<file path="config.mk">
export PLATFORM = sky130hd
export DESIGN_NAME = serial_tx_shifter_flat
export DESIGN_NICKNAME = d
export VERILOG_FILES = /design/src/rtl/serial_tx_shifter_pkg.sv /design/src/rtl/serial_tx_shifter_if.sv /design/src/rtl/serial_tx_shifter_tx_bit_counter.sv /design/src/rtl/serial_tx_shifter.sv /design/src/flat_wrapper.sv
export SDC_FILE = /design/constraint.sdc
export NUM_CORES = 1
export LEC_CHECK = 0
export ABC_CLOCK_PERIOD_IN_PS = 1200
export CORE_MARGIN = 5
export CORE_UTILIZATION = 41
export CTS_CLUSTER_DIAMETER = 60
export DETAILED_ROUTE_END_ITERATION = 10
export GPL_ROUTABILITY_DRIVEN = 0
export PLACE_DENSITY = 0.76
export SLEW_MARGIN = 20
export SYNTH_ARGS = -nofsm -noshare
export SYNTH_HDL_FRONTEND = slang
export SYNTH_SLANG_ARGS = --single-unit
</file>
<file path="constraint.sdc">
create_clock -name clk -period 1.2 [get_ports clk]
set_clock_uncertainty 0.05 [all_clocks]
set_input_delay 0.12 -clock clk [delete_from_list [all_inputs] [get_ports clk]]
set_output_delay 0.12 -clock clk [all_outputs]
set_load 0.03 [all_outputs]
</file>
<file path="src/rtl/serial_tx_shifter_pkg.sv">
// serial_tx_shifter_pkg
// Shared definitions for the serial transmit path: FSM state encodings and
// the idle line level. The matching receiver imports the same package so
// both ends agree on what an idle line looks like.
//
// Optional feature macro: SERIAL_TX_PARITY_EN adds a PARITY state after the
// data bits.
package serial_tx_shifter_pkg;

    // Level driven on tx_out whenever no frame bit is being sent.
    localparam logic IDLE_LEVEL = 1'b1;

`ifdef SERIAL_TX_PARITY_EN
    typedef enum logic [1:0] {
        IDLE   = 2'b00,
        SHIFT  = 2'b01,
        PARITY = 2'b10
    } tx_state_e;
`else
    typedef enum logic {
        IDLE  = 1'b0,
        SHIFT = 1'b1
    } tx_state_e;
`endif

endpackage

</file>
<file path="src/rtl/serial_tx_shifter_if.sv">
// serial_tx_shifter_if
// Load handshake plus serial output of the transmitter.
//   data_in    : parallel word to send (master -> slave)
//   load_valid : data_in valid        (master -> slave)
//   load_ready : new word accepted    (slave -> master)
//   tx_out     : serial line, idles high
//   tx_active  : high while frame bits are on tx_out
//   done       : one-cycle pulse after the last bit of a frame
// slave modport is used by the transmitter, master by whoever feeds it.
interface serial_tx_shifter_if #(
    parameter int WIDTH = 8
);
    logic [WIDTH-1:0] data_in;
    logic             load_valid;
    logic             load_ready;
    logic             tx_out;
    logic             tx_active;
    logic             done;

    modport master (
        output data_in, load_valid,
        input  load_ready, tx_out, tx_active, done
    );

    modport slave (
        input  data_in, load_valid,
        output load_ready, tx_out, tx_active, done
    );
endinterface

</file>
<file path="src/rtl/serial_tx_shifter_tx_bit_counter.sv">
// serial_tx_shifter_tx_bit_counter
// Bit counter for the transmitter: CNT_W-bit synchronous up-counter with a
// clear and a terminal-count flag that is high when the count equals
// WIDTH-1 (the last data bit of a frame).
//   clk   : rising-edge clock
//   reset : synchronous active-high reset, count -> 0
//   clr   : synchronous clear (start of frame)
//   inc   : advance by one
//   tc    : count == WIDTH-1
module serial_tx_shifter_tx_bit_counter #(
    parameter  int WIDTH = 8,
    localparam int CNT_W = $clog2(WIDTH)
) (
    input  logic clk,
    input  logic reset,
    input  logic clr,
    input  logic inc,
    output logic tc
);

    logic [CNT_W-1:0] cnt_q;
    logic [CNT_W-1:0] cnt_d;

    assign tc = (cnt_q == CNT_W'(WIDTH - 1));

    // Returning to zero on the terminal count keeps the counter from running
    // past WIDTH-1 for widths that are not a power of two.
    always_comb begin
        cnt_d = cnt_q;
        if (clr) begin
            cnt_d = '0;
        end else if (inc) begin
            cnt_d = tc ? '0 : cnt_q + CNT_W'(1);
        end
    end

    always_ff @(posedge clk) begin
        if (reset) begin
            cnt_q <= '0;
        end else begin
            cnt_q <= cnt_d;
        end
    end

endmodule

</file>
<file path="src/rtl/serial_tx_shifter.sv">
// serial_tx_shifter
// Parallel-to-serial transmitter. A WIDTH-bit word accepted over the
// load_valid/load_ready handshake is shifted out LSB-first on tx_out, one
// bit per clock, starting the cycle after the accepting edge. done pulses
// in the first idle cycle after the frame; a load may be accepted in that
// same cycle, so back-to-back frames are separated by exactly one cycle.
//   clk   : rising-edge clock
//   reset : synchronous active-high reset; aborts any frame, no done pulse
//   bus   : serial_tx_shifter_if.slave (data_in, load_valid, load_ready,
//           tx_out, tx_active, done)
//
// Optional feature macro: SERIAL_TX_PARITY_EN. When defined, one extra
// cycle after the data bits carries the even-parity bit of the latched
// word and the frame becomes WIDTH+1 cycles.
module serial_tx_shifter
    import serial_tx_shifter_pkg::*;
#(
    parameter int WIDTH = 8
) (
    input logic                 clk,
    input logic                 reset,
    serial_tx_shifter_if.slave  bus
);

    tx_state_e        state_q, state_d;
    logic [WIDTH-1:0] shift_q, shift_d;
    logic             done_q, done_d;
    logic             cnt_clr;
    logic             cnt_inc;
    logic             cnt_tc;
    logic             tx_bit;
`ifdef SERIAL_TX_PARITY_EN
    logic             parity_q, parity_d;
`endif

    serial_tx_shifter_tx_bit_counter #(
        .WIDTH (WIDTH)
    ) u_bit_counter (
        .clk   (clk),
        .reset (reset),
        .clr   (cnt_clr),
        .inc   (cnt_inc),
        .tc    (cnt_tc)
    );

    always_comb begin
        state_d = state_q;
        shift_d = shift_q;
        done_d  = 1'b0;
        cnt_clr = 1'b0;
        cnt_inc = 1'b0;
`ifdef SERIAL_TX_PARITY_EN
        parity_d = parity_q;
`endif
        case (state_q)
            IDLE: begin
                if (bus.load_valid) begin
                    shift_d = bus.data_in;
                    cnt_clr = 1'b1;
                    state_d = SHIFT;
`ifdef SERIAL_TX_PARITY_EN
                    parity_d = 1'b0;
`endif
                end
            end
            SHIFT: begin
                shift_d = {1'b0, shift_q[WIDTH-1:1]};
                cnt_inc = 1'b1;
`ifdef SERIAL_TX_PARITY_EN
                // Parity accumulates from the bits actually sent, i.e. the
                // latched word, never from the live data_in.
                parity_d = parity_q ^ shift_q[0];
                if (cnt_tc) begin
                    state_d = PARITY;
                end
`else
                if (cnt_tc) begin
                    state_d = IDLE;
                    done_d  = 1'b1;
                end
`endif
            end
`ifdef SERIAL_TX_PARITY_EN
            PARITY: begin
                state_d = IDLE;
                done_d  = 1'b1;
            end
`endif
            default: begin
                state_d = IDLE;
            end
        endcase
    end

    always_ff @(posedge clk) begin
        if (reset) begin
            state_q <= IDLE;
            shift_q <= '0;
            done_q  <= 1'b0;
`ifdef SERIAL_TX_PARITY_EN
            parity_q <= 1'b0;
`endif
        end else begin
            state_q <= state_d;
            shift_q <= shift_d;
            done_q  <= done_d;
`ifdef SERIAL_TX_PARITY_EN
            parity_q <= parity_d;
`endif
        end
    end

    always_comb begin
        tx_bit = IDLE_LEVEL;
        case (state_q)
            SHIFT:   tx_bit = shift_q[0];
`ifdef SERIAL_TX_PARITY_EN
            PARITY:  tx_bit = parity_q;
`endif
            default: tx_bit = IDLE_LEVEL;
        endcase
    end

    assign bus.tx_out     = tx_bit;
    assign bus.load_ready = (state_q == IDLE);
    assign bus.tx_active  = (state_q != IDLE);
    assign bus.done       = done_q;

endmodule
</file>
<file path="src/flat_wrapper.sv">
// flat-port wrapper written by rule: the top's interface ports become plain ports
module serial_tx_shifter_flat import serial_tx_shifter_pkg::*;
#(
    parameter int WIDTH = 8
)
  (clk, reset, bus_data_in, bus_load_valid, bus_load_ready, bus_tx_out, bus_tx_active, bus_done);
  serial_tx_shifter_if #(.WIDTH(WIDTH)) bus_i ();
  input logic clk;
  input logic reset;
  input wire logic [$bits(bus_i.data_in)-1:0] bus_data_in;
  input wire logic [$bits(bus_i.load_valid)-1:0] bus_load_valid;
  output wire logic [$bits(bus_i.load_ready)-1:0] bus_load_ready;
  output wire logic [$bits(bus_i.tx_out)-1:0] bus_tx_out;
  output wire logic [$bits(bus_i.tx_active)-1:0] bus_tx_active;
  output wire logic [$bits(bus_i.done)-1:0] bus_done;
  assign bus_i.data_in = bus_data_in;
  assign bus_i.load_valid = bus_load_valid;
  assign bus_load_ready = bus_i.load_ready;
  assign bus_tx_out = bus_i.tx_out;
  assign bus_tx_active = bus_i.tx_active;
  assign bus_done = bus_i.done;
  serial_tx_shifter #(.WIDTH(WIDTH)) u_core (.clk(clk), .reset(reset), .bus(bus_i));
endmodule
</file>
Word-level counts from Yosys, hierarchy flattened. Cells that the tools add are included.

Register bits after elaboration: 13. Latch bits: 0. RAM bits: 0. Memory bits (read-only): 0. Memories kept: 0.

$add $sub $neg: 1. $mul: 0. Divide/modulo/power cells: 0. $lt $le $gt $ge: 0. Eq/ne operators: 2. Shift-type cells: 0. Multiplexer cells: 10. Bitwise logic cells: 1. Reductions and logical operators: 2.

Operator list (number): $pmux W8 S2 (1); $mux W8 (1); $mux W1 (6); $reduce_or A2 Y1 (2); $add A3 B1 Y3 const B (1); $eq A3 B3 Y1 const B (1); $mux W3 (1); $ne A2 B2 Y1 const B (1); $pmux W1 S2 (1); $not A1 Y1 (1).

Depth between registers and ports, before layout.
Word-level depth: 3. Mapped depth: 4.

Cells and area by module. Synthesis repeated with hierarchy kept, for this count alone.

Cells, all modules: 54. Area total of the unflattened synthesis: 585.6 um2.

By module, submodules not included: serial_tx_shifter (instances 1, cells an instance 42, area an instance 442.9 um2, sequential area each 200.2 um2); serial_tx_shifter_tx_bit_counter (instances 1, cells an instance 12, area an instance 142.6 um2, sequential area each 60.1 um2).

Worst setup path after synthesis. No wires, ideal clock.

Kind: flip-flop to flip-flop. From: register u_core.u_bit_counter.cnt_q[0]. To: register u_core.u_bit_counter.cnt_q[0]. Arrival: 1.155 ns. Required time: 1.083 ns. Path slack: -0.072 ns. Cell stages (with the launch flop): 5. Path buffers: 0. Period minus slack after synthesis: 1.272 ns. Path through: dfxtp_1 ha_1 ha_1 or3b_1 a21oi_2.

Longest elaborated chain between the ends: 2. Elaborated cells on any way between the ends: 3. Classes of those cells: add/sub: 1; eq/ne: 1; mux: 1.

Ends and longest elaborated chain: start: declaration (line serial_tx_shifter_tx_bit_counter.sv:21) `logic [CNT_W-1:0] cnt_q;`; start signal: assignment (line serial_tx_shifter_tx_bit_counter.sv:41) `cnt_q <= cnt_d;`; $add A3 B1 Y3 or $eq A3 B3 Y1 (tied branches) (line serial_tx_shifter_tx_bit_counter.sv:33, serial_tx_shifter_tx_bit_counter.sv:24); $mux W3 (*) (line serial_tx_shifter_tx_bit_counter.sv:33) `cnt_d = tc ? '0 : cnt_q + CNT_W'(1);`.

Mark *: on every way between the ends. The rest lies on a longest branch, timed or not. A chain may end at the register's enable or synchronous reset.

Worst setup path in the final report. Ends and elaborated chain as after synthesis.

==> impl_results.md <==
* Nets at 94
* Leak Pwr at 0.347 nW
* WP data arrival at 1.41 ns
* Clk slew on worst S/H paths at 0.08 ns
* Pre-CTS WS at -0.123 ns
* CP Capture Type: flip-flop
* Switching power at 0.238 mW
* Via count at 475
* Sw Share at 25.4%
* Post-synthesis cell type count at 17
* Number of buffers created by CTS at 3
* Initial antenna violation count at 0
* # hold bufs at CTS at 0
* CTS tree: built
* Int Pwr at 0.697 mW
* Routing usage on met2 at 18.7%
* Least-Margin Pin Slew at 0.299 ns
* Maxcap violations at 0
* I/O pin total at 15
* Overflow after GRT at 0
* Number of nets with antenna violations after routing at 0
* Port bufs at 14
* Post-synthesis cell count at 59
* Worst Hold Launch: bus_data_in[7]
* Core area at 1470 µm²
* Min-Delay Path Class: in -> reg
* P&R area growth vs syn at 39.5%
* Hold Crit Depth at 3
* Outcome: finished with violations
* Crit path cell chain: ha_4 -> ha_4 -> or3b_4 -> a21oi_2
* Minimum clock period at 1.26 ns
* Met3 Use GR at 3.06%
* Final std cells w/o fill at 95
* Startpoint types: flip-flop
* Slew margin rel. at 80.1%
* Remaining DRCs at 0
* Layout cells sized above 1 at 26.6%
* Die height at 48.8 µm
* Worst Path Required at 1.35 ns
* Syn avg cell area at 10.5 µm²
* Launch point of the worst reg-to-reg path: u_core.u_bit_counter.cnt_q[0]$_SDFFE_PP0P_
* Worst reg2reg path depth at 4
* Seq/Total Area, Yosys at 42.1%
* Largest net degree at the start of global routing at 14
* Max FO, Critical Path at 3
* Clock Tree Buf Depth at 2
* Violated checks: negative setup slack
* DIE AREA at 2380 µm²
* # rows at 14
* Routed length per instance at 13.0 µm
* Critical Path Slowest Stage Cell: or3b_4
* H-tree depth at 1
* Dpl cells at 90
* All-Layer GR Usage at 11.2%
* Setup TNS Final at -0.0632 ns
* Final setup violation count at 2
* Slowest stage delay, CP at 0.36 ns
* Wirelength, routed at 1230 µm
* Reg-to-reg endpoint: u_core.u_bit_counter.cnt_q[0]$_SDFFE_PP0P_
* Initial Util at 42.0%
* Busiest grt layer: met2
* Final hold violations at 0
* Peak supply drop at 658 µV
* Yosys warns at 0
* DRT iter0 DRCs at 6
* Clock power frac at 27.8%
* Post-DR vias/cell at 5.00
* Final period utilization at 105%
* Slew Viols, Final at 0
* Vias in the first global route at 513
* Power Dens Cells at 1080 nW/µm²
* Number of antenna diodes at 0
* Synth Register Bits at 13
* CP dominant cell by count: ha_4
* Syn Nets at 73
* Die X at 48.8 µm
* PnR worst setup slack at -0.0582 ns
* R2R Setup Slk at -0.06 ns
* GR Util met1 at 13.6%
* Fmax at 795 MHz
* Netlist Area Pre-Place at 618 µm²
* Clk_lat worst skew at 0.26 ns
* Root Buffer: clkbuf_4
* First-pass GRT wire length at 2160 µm
* Post-DP HPWL at 890 µm
* WS Path Type: reg -> reg
* RSZ-0062 raised after global routing: yes
* Initial DRT Pass Iterations at 3
* Clock Sinks at 13
* Hold endpoint: u_core.shift_q[7]$_SDFFE_PP0P_
* Sequential power share at 51.5%
* Combinational power share at 20.7%
* Final Power at 0.935 mW
-- sequential cells by signal, summed over array words and instances (netlist names) --
| signal | flops |
|---|---|
| u_core.shift_q | 8 |
| u_core.bus.tx_active | 1 |
| u_core.bus.done | 1 |
| u_core.u_bit_counter.cnt_q | 3 |
-- per-stage QoR --
stage                     hold WS (ns)  utilization (%)  area, µm²
after floorplan                  0.143                -        647
after global placement           0.447             54.3        800
after detailed placement         0.454             54.3        800
after CTS                        0.442             57.6        847
after global routing             0.446             58.6        862
final                            0.446             58.6        862
-- what timing repair did --
item / in CTS / in global routing
endpoints found under the setup margin: 6 / 3
hold endpoints to repair: 0 / 0
gates resized for setup: 6 / 3
buffers inserted: 1 / 0
pin swaps: 1 / 1
-- cell usage in the layout (no fill, tap or decap) --
master / n
a211oi_1: 7
a21oi_2: 1
buf_4: 7
inv_6: 1
nor3_1: 1
a21oi_1: 3
or3b_1: 3
nand3b_1: 1
buf_6: 2
dfxtp_2: 2
clkdlybuf4s50_1: 10
clkbuf_4: 3
dfxtp_1: 10
ha_4: 3
dfxtp_4: 1
nor2b_1: 7
or3b_4: 1
nand2_1: 2
nor2_1: 1
or2b_1: 1
dlygate4sd2_1: 1
nand2b_1: 2
mux2i_1: 8
clkbuf_1: 1
-- power by group through the flow --
stage / Combinational [mW] / Sequential, mW / Clock, mW
after floorplan: 0.114 / 0.493 / 0
after global placement: 0.172 / 0.495 / 0
after detailed placement: 0.174 / 0.497 / 0
after CTS: 0.192 / 0.480 / 0.268
after global routing: 0.210 / 0.484 / 0.299
final: 0.193 / 0.482 / 0.260
-- synth_stat cells --
cell | instances | area, µm²
a211oi_1 | 7 | 52.6
a21oi_1 | 3 | 15.0
dfxtp_1 | 13 | 260
inv_2 | 1 | 3.75
or2b_1 | 1 | 7.51
mux2i_1 | 8 | 80.1
buf_1 | 1 | 3.75
ha_1 | 3 | 37.5
nand2_1 | 2 | 7.51
buf_6 | 3 | 33.8
nor2_1 | 1 | 3.75
nand2b_1 | 2 | 12.5
nand3b_1 | 1 | 7.51
nor3_1 | 1 | 5.00
nor2b_1 | 7 | 43.8
a21oi_2 | 1 | 8.76
or3b_1 | 4 | 35.0
-- worst max path at each step --
stage / startpoint / end / cells past startpoint
final: u_core.u_bit_counter.cnt_q[0]$_SDFFE_PP0P_ / u_core.u_bit_counter.cnt_q[0]$_SDFFE_PP0P_ / 4
after global placement: bus_load_valid / u_core.shift_q[4]$_SDFFE_PP0P_ / 4
after floorplan: u_core.u_bit_counter.cnt_q[0]$_SDFFE_PP0P_ / u_core.u_bit_counter.cnt_q[0]$_SDFFE_PP0P_ / 4
after global routing: u_core.u_bit_counter.cnt_q[0]$_SDFFE_PP0P_ / u_core.u_bit_counter.cnt_q[0]$_SDFFE_PP0P_ / 4
after CTS: u_core.u_bit_counter.cnt_q[0]$_SDFFE_PP0P_ / u_core.u_bit_counter.cnt_q[0]$_SDFFE_PP0P_ / 4
after detailed placement: bus_load_valid / u_core.shift_q[3]$_SDFFE_PP0P_ / 4
-- final cells by class --
cell class | count | area (µm²)
fill | 129 | 609
multi-input combinational | 41 | 357
sequential | 13 | 267
timing repair buffer | 20 | 184
clock buffer | 4 | 26.3
tap | 16 | 20.0
inverter | 1 | 8.76
-- critical path, delay by kind of cell (launching register included) --
family,cells,cell delay (ns)
AOI/OAI and AO/OA,1,0.12
adders and majority gates,2,0.32
DFF,1,0.35
and+or+nand+nor,1,0.36
-- metal layers --
layer	vias up	routed length, µm
met5	-	0
met4	0	14
met3	2	60
met2	9	568
met1	215	589
li1	249	-
-- kinds of logic (layout without fill, tap and decap cells) --
group,after synthesis,count (layout),synth area share [%]
DFF,13,13,42.1
buffers and inverters,5,25,6.68
and+or+nand+nor,19,19,19.8
muxes,8,8,13.0
AOI/OAI and AO/OA,11,11,12.3
adders and majority gates,3,3,6.07
No activity file was read; power rests on OpenSTA's default activity.
